**src/rtl/debug_pkg.sv**
```systemverilog
// Shared constants and state encoding for the debug execution controller.
// Command bytes, the FSM state set and the default report frame length.
package debug_pkg;

  localparam logic [7:0] CMD_RUN    = 8'h63;
  localparam logic [7:0] CMD_STEP   = 8'h73;
  localparam logic [7:0] CMD_REPORT = 8'h72;

  localparam int PC_W_DEF    = 32;
  localparam int CNT_W_DEF   = 32;
  localparam int BYTE_W_DEF  = 8;
  localparam int FRAME_BYTES = (PC_W_DEF + CNT_W_DEF) / BYTE_W_DEF;

  typedef enum logic [2:0] {
    ST_IDLE    = 3'd0,
    ST_RUN     = 3'd1,
    ST_STEP    = 3'd2,
    ST_CAPTURE = 3'd3,
    ST_SEND    = 3'd4
  } state_e;

  function automatic int frame_bytes(input int pc_w, input int cnt_w, input int byte_w);
    return (pc_w + cnt_w) / byte_w;
  endfunction

endpackage

```
**src/rtl/debug_exec_ctrl_if.sv**
```systemverilog
// Command and transmit byte channels between the debug host side and the controller.
// master = host/UART side, slave = execution controller.
interface debug_exec_ctrl_if #(
  parameter int BYTE_W = 8
);

  logic              cmd_valid;
  logic [BYTE_W-1:0] cmd_data;
  logic              cmd_ready;
  logic              tx_valid;
  logic [BYTE_W-1:0] tx_data;
  logic              tx_ready;

  modport master (
    output cmd_valid,
    output cmd_data,
    input  cmd_ready,
    input  tx_valid,
    input  tx_data,
    output tx_ready
  );

  modport slave (
    input  cmd_valid,
    input  cmd_data,
    output cmd_ready,
    output tx_valid,
    output tx_data,
    input  tx_ready
  );

endinterface

```
**src/rtl/debug_frame_tx.sv**
```systemverilog
// Report frame serializer: loads {count, pc} on a pulse, then emits it LSB byte first
// over a valid/ready channel and pulses o_done when the last byte is taken.
module debug_frame_tx #(
  parameter int BYTE_W      = 8,
  parameter int FRAME_BYTES = 8
) (
  input  logic                          clk,
  input  logic                          reset,
  input  logic                          i_load,
  input  logic [FRAME_BYTES*BYTE_W-1:0] i_frame,
  output logic                          o_tx_valid,
  output logic [BYTE_W-1:0]             o_tx_data,
  input  logic                          i_tx_ready,
  output logic                          o_done
);

  localparam int FRAME_W = FRAME_BYTES * BYTE_W;
  localparam int IDX_W   = (FRAME_BYTES > 1) ? $clog2(FRAME_BYTES) : 1;

  logic [FRAME_W-1:0] r_frame;
  logic               r_valid;
  logic [IDX_W-1:0]   r_idx;
  logic               w_fire;
  logic               w_last;

  assign w_fire = r_valid && i_tx_ready;
  assign w_last = (r_idx == IDX_W'(FRAME_BYTES - 1));

  // Shift register keeps the current byte in the low lane so tx_data is a plain slice
  always_ff @(posedge clk or posedge reset) begin
    if (reset) begin
      r_frame <= '0;
      r_valid <= 1'b0;
      r_idx   <= '0;
    end else if (i_load) begin
      r_frame <= i_frame;
      r_valid <= 1'b1;
      r_idx   <= '0;
    end else if (w_fire) begin
      r_frame <= {{BYTE_W{1'b0}}, r_frame[FRAME_W-1:BYTE_W]};
      if (w_last) begin
        r_valid <= 1'b0;
        r_idx   <= '0;
      end else begin
        r_idx <= r_idx + IDX_W'(1);
      end
    end
  end

  assign o_tx_valid = r_valid;
  assign o_tx_data  = r_frame[BYTE_W-1:0];
  assign o_done     = w_fire && w_last;

endmodule

```
**src/rtl/debug_exec_ctrl.sv**
```systemverilog
// Debug-unit execution controller: drives the pipeline clock enable (db_ena) for
// run/step commands, detects program end and reports PC and executed-cycle count.
module debug_exec_ctrl
  import debug_pkg::*;
#(
  parameter int PC_W   = 32,
  parameter int CNT_W  = 32,
  parameter int BYTE_W = 8
) (
  input  logic              clk,
  input  logic              reset,
  debug_exec_ctrl_if.slave  bus,
  input  logic [PC_W-1:0]   pc_in,
  input  logic              halt_in,
  output logic              db_ena,
  output logic              halted,
  output logic              busy
);

  localparam int NBYTES = frame_bytes(PC_W, CNT_W, BYTE_W);

  if ((PC_W % BYTE_W) != 0 || (CNT_W % BYTE_W) != 0) begin : g_bad_width
    $error("debug_exec_ctrl: PC_W and CNT_W must be multiples of BYTE_W");
  end

  state_e            r_state;
  state_e            w_state_nxt;
  logic [CNT_W-1:0]  r_cnt;
  logic              r_halted;
  logic              w_cmd_fire;
  logic              w_exec;
  logic              w_load;
  logic              w_done;

  assign w_cmd_fire    = bus.cmd_valid && bus.cmd_ready;
  assign w_exec        = (r_state == ST_RUN) || (r_state == ST_STEP);
  assign w_load        = (r_state == ST_CAPTURE);
  assign bus.cmd_ready = (r_state == ST_IDLE);
  assign db_ena        = w_exec;
  assign busy          = (r_state != ST_IDLE);
  assign halted        = r_halted;

  always_comb begin
    w_state_nxt = r_state;
    unique case (r_state)
      ST_IDLE: begin
        if (w_cmd_fire) begin
          if (bus.cmd_data == BYTE_W'(CMD_RUN))
            w_state_nxt = ST_RUN;
          else if (bus.cmd_data == BYTE_W'(CMD_STEP))
            w_state_nxt = ST_STEP;
          else if (bus.cmd_data == BYTE_W'(CMD_REPORT))
            w_state_nxt = ST_CAPTURE;
        end
      end
      ST_RUN:     if (halt_in) w_state_nxt = ST_CAPTURE;
      ST_STEP:    w_state_nxt = ST_CAPTURE;
      ST_CAPTURE: w_state_nxt = ST_SEND;
      ST_SEND:    if (w_done) w_state_nxt = ST_IDLE;
      default:    w_state_nxt = ST_IDLE;
    endcase
  end

  // Every enabled pipeline cycle is counted, including the one that raises halt
  always_ff @(posedge clk or posedge reset) begin
    if (reset) begin
      r_state  <= ST_IDLE;
      r_cnt    <= '0;
      r_halted <= 1'b0;
    end else begin
      r_state <= w_state_nxt;
      if (w_exec) begin
        r_cnt <= r_cnt + CNT_W'(1);
        if (halt_in) r_halted <= 1'b1;
      end
    end
  end

  // CAPTURE sits one cycle after the last enabled edge, so pc_in is already updated
  debug_frame_tx #(
    .BYTE_W      (BYTE_W),
    .FRAME_BYTES (NBYTES)
  ) u_frame_tx (
    .clk        (clk),
    .reset      (reset),
    .i_load     (w_load),
    .i_frame    ({r_cnt, pc_in}),
    .o_tx_valid (bus.tx_valid),
    .o_tx_data  (bus.tx_data),
    .i_tx_ready (bus.tx_ready),
    .o_done     (w_done)
  );

endmodule

```
**src/flat_wrapper.sv**
```systemverilog
// flat-port wrapper written by rule: the top's interface ports become plain ports
module debug_exec_ctrl_flat import debug_pkg::*;
#(
  parameter int PC_W   = 32,
  parameter int CNT_W  = 32,
  parameter int BYTE_W = 8
)
  (clk, reset, pc_in, halt_in, db_ena, halted, busy, bus_cmd_valid, bus_cmd_data, bus_cmd_ready, bus_tx_valid, bus_tx_data, bus_tx_ready);
  debug_exec_ctrl_if #(.BYTE_W(BYTE_W)) bus_i ();
  input  logic clk;
  input  logic reset;
  input  logic [PC_W-1:0] pc_in;
  input  logic halt_in;
  output logic db_ena;
  output logic halted;
  output logic busy;
  input wire logic [$bits(bus_i.cmd_valid)-1:0] bus_cmd_valid;
  input wire logic [$bits(bus_i.cmd_data)-1:0] bus_cmd_data;
  output wire logic [$bits(bus_i.cmd_ready)-1:0] bus_cmd_ready;
  output wire logic [$bits(bus_i.tx_valid)-1:0] bus_tx_valid;
  output wire logic [$bits(bus_i.tx_data)-1:0] bus_tx_data;
  input wire logic [$bits(bus_i.tx_ready)-1:0] bus_tx_ready;
  assign bus_i.cmd_valid = bus_cmd_valid;
  assign bus_i.cmd_data = bus_cmd_data;
  assign bus_cmd_ready = bus_i.cmd_ready;
  assign bus_tx_valid = bus_i.tx_valid;
  assign bus_tx_data = bus_i.tx_data;
  assign bus_i.tx_ready = bus_tx_ready;
  debug_exec_ctrl #(.PC_W(PC_W), .CNT_W(CNT_W), .BYTE_W(BYTE_W)) u_core (.clk(clk), .reset(reset), .bus(bus_i), .pc_in(pc_in), .halt_in(halt_in), .db_ena(db_ena), .halted(halted), .busy(busy));
endmodule
```
**config.mk**
```make
export PLATFORM = sky130hd
export DESIGN_NAME = debug_exec_ctrl_flat
export DESIGN_NICKNAME = d
export VERILOG_FILES = /design/src/rtl/debug_pkg.sv /design/src/rtl/debug_exec_ctrl_if.sv /design/src/rtl/debug_frame_tx.sv /design/src/rtl/debug_exec_ctrl.sv /design/src/flat_wrapper.sv
export SDC_FILE = /design/constraint.sdc
export NUM_CORES = 1
export LEC_CHECK = 0
export CAP_MARGIN = 25
export CORE_MARGIN = 2
export CORE_UTILIZATION = 25
export DETAILED_ROUTE_END_ITERATION = 16
export GPL_TIMING_DRIVEN = 0
export PLACE_DENSITY_LB_ADDON = 0.08
export SLEW_MARGIN = 20
export SYNTH_ARGS = -nofsm -noshare
export SYNTH_HDL_FRONTEND = slang
export SYNTH_SLANG_ARGS = --single-unit
```
**constraint.sdc**
```tcl
create_clock -name clk -period 8.7 [get_ports clk]
set_input_delay 1.74 -clock clk [delete_from_list [all_inputs] [get_ports clk]]
set_output_delay 1.74 -clock clk [all_outputs]
set_load 0.05 [all_outputs]
```
==> run summary <==
outcome: completed
Worst-path clk slew: 70 ps
die width: 142 um
vias post-DR: 3366
Final Power: 1.14 mW
drt first pass iters: 5
remaining antenna violation count: 0
final hold violation count: 0
vias in the first global route: 3534
postcts setup bufs: 0
Die Ht: 142 um
share of cells above drive strength 1: 6.31%
cts hold-fix bufs: 0
hold endpoint: u_core.halted$_DFFE_PP0P_
CP max-delay cell: clkdlybuf4s50_1
most common cell after layout, fill and taps aside: dfrtp_1
first-pass GRT wire length: 19600 um
most frequent cells in the layout: 104 x dfrtp_1, 90 x nand2_1, 57 x o21ai_0, 57 x clkdlybuf4s50_1, 56 x mux2i_1
GR Overflow Total: 0
R2R Path End: u_core.u_frame_tx.r_frame[50]$_DFFE_PP0P_
WHS Path Cells: 1
IO Count: 58
IO Port Bufs: 57
Nets: 567
Initial Util: 25.4%
#FFs+latches synth: 104
clk sink count: 104
initial antenna violation count: 0
Max VDD drop: 0.163 mV
CP endpoint kind: primary output
Setup TNS: 0 ps
RePlAce Congestion: 0.721
crit-path max cell delay: 890 ps
Seq/Total Area, Yosys: 55.0%
dominant synthesized flop cell: dfrtp_1
n_diodes: 0
Yosys cell types: 37
FF-to-FF path depth: 6
placed cell area: 5630 um2
Reg-to-Reg Start: u_core.r_state[2]$_DFFE_PP0P_
crit-path max FO: 8
Via density: 4.45
syn nets: 498
violation count after the first detailed-routing iteration: 141
Syn-to-layout area delta: 25.0%
WP buf/inv: 2
Slew HR: 45.7%
leakage: 2.80 nW
H-Tree Depth: 3
Hold Startpoint: u_core.halted$_DFFE_PP0P_
DR WL/cell: 15.6 um
CP delay by family, top: buffers and inverters
clk_skew: 5.49 ps
Pwr per Cell Area: 193 nW/um2
FFs w/ async S/R, synth: 100%
Inserted Clock Buffers: 9
final setup margin: 4690 ps
CP Class: reg2out
setup violators final: 0
Worst Path Arrival: 2270 ps
Row Count: 50
max-slew violation total from the final report: 0
Required @ worst endpoint: 6960 ps
Mapped Area: 4730 um2
Final Instance Area: 5920 um2
Place WS: 5030 ps
largest net degree at the start of global routing: 58
dpl cells: 742
CP startpoint kind: flop
root buf cell: clkbuf_16
max-cap viol count: 0
core area: 18600 um2
Post-Layout Cell Count: 757
Clock Latency Late Sink: 350 ps
Period Utilization, post-route: 46.1%
maximum clock path buffer count: 2
unrepaired setup endpoints after global routing: no
Worst-Margin Slew: 814 ps
hpwl dp: 8470 um
final wirelength: 11800 um
CTS tree: done
crit-path cells: buf_4 > xnor2_2 > nor2_1 > clkdlybuf4s50_1
Final Util: 31.7%
R2R setup slack: 6380 ps
detailed-route DRC error count: 0
Mapped Avg Cell Area: 10.5 um2
EDFF count, synth: 0
post-layout min period: 4010 ps
die area: 20000 um2
cts repair resizes: 0
Hold WC Path Type: reg2reg
synthesized instance count: 450
Max Freq: 249 MHz
Yosys Warn Count: 0
GRT Total Usage: 12.7%
WHS: 468 ps
-- cell type report --
cell class	instances	area (um2)
Tap cell	234	293
Clock inverter	5	57.6
Buffer	32	159
Sequential cell	104	2600
Timing Repair Buffer	58	598
Inverter	4	20.0
Fill cell	1946	12700
Multi-Input combinational cell	310	1960
Clock buffer	10	229
-- cells by family (layout without fill, tap and decap cells) --
family | Yosys count | after routing | share of synthesized area, %
AND/OR/NAND/NOR | 152 | 152 | 15.0
AO/OA/AOI/OAI | 65 | 65 | 7.19
adder cells (fa/ha/maj) | 3 | 3 | 0.793
flip-flops | 104 | 104 | 55.0
XOR/XNOR | 33 | 33 | 6.26
multiplexers | 57 | 57 | 12.1
buffers and inverters | 36 | 109 | 3.67
-- cells in the mapped netlist (2+ instances only) --
library cell / instances / area, um2
nor3b_1: 2 / 15.0
nand2_1: 90 / 338
buf_4: 10 / 75.1
dfrtp_1: 104 / 2600
mux2i_1: 56 / 561
nand4_1: 7 / 43.8
inv_1: 4 / 15.0
nor2_1: 11 / 41.3
and2_1: 2 / 12.5
and3_1: 3 / 18.8
o21ai_0: 57 / 285
nor3_1: 2 / 10.0
buf_1: 5 / 18.8
xnor2_1: 22 / 193
nand2b_1: 2 / 12.5
xor2_1: 10 / 87.6
ha_1: 3 / 37.5
clkbuf_1: 16 / 60.1
a21oi_1: 3 / 15.0
and4_1: 5 / 43.8
nand3_1: 20 / 100
-- worst reg2reg max path, stage by stage, from the launching register on --
cell and delay [ps]:
dfrtp_1 360, clkbuf_1 210, nor2_1 400, clkbuf_1 500, clkbuf_1 530, nand2_1 150
o21ai_0 100
-- power breakdown --
group          switching [mW]  leakage, nW  internal, mW
Combinational           0.131         1.21        0.0912
Clock                   0.182        0.143         0.222
Sequential             0.0130         1.44         0.500
-- how the worst max path moves through the flow --
stage,startpoint,endpoint,slack [ps],depth (start not counted)
after detailed placement,u_core.r_state[0]$_DFFE_PP0P_,db_ena,5030,4
after global routing,u_core.r_state[0]$_DFFE_PP0P_,db_ena,4560,4
after floorplan,reset,u_core.halted$_DFFE_PP0P_,4230,1
after CTS,u_core.r_state[0]$_DFFE_PP0P_,db_ena,4640,4
final,u_core.r_state[0]$_DFFE_PP0P_,db_ena,4690,4
after global placement,reset,u_core.r_cnt[28]$_DFFE_PP0N_,2270,2
-- state kept, by name (all words and copies together), names as in the netlist --
register / flops
u_core.r_cnt: 32
u_core.u_frame_tx.r_idx: 3
u_core.halted: 1
u_core.u_frame_tx.r_frame: 64
u_core.r_state: 3
u_core.u_frame_tx.o_tx_valid: 1
-- metal layers --
metal	vias up	wire length (um)	track usage [%]
li1	1673	-	-
met1	1623	5920	17.4
met2	66	5340	19.9
met3	4	509	3.54
met4	0	69	3.16
met5	-	0	0
(Power assumes the default switching activity.)
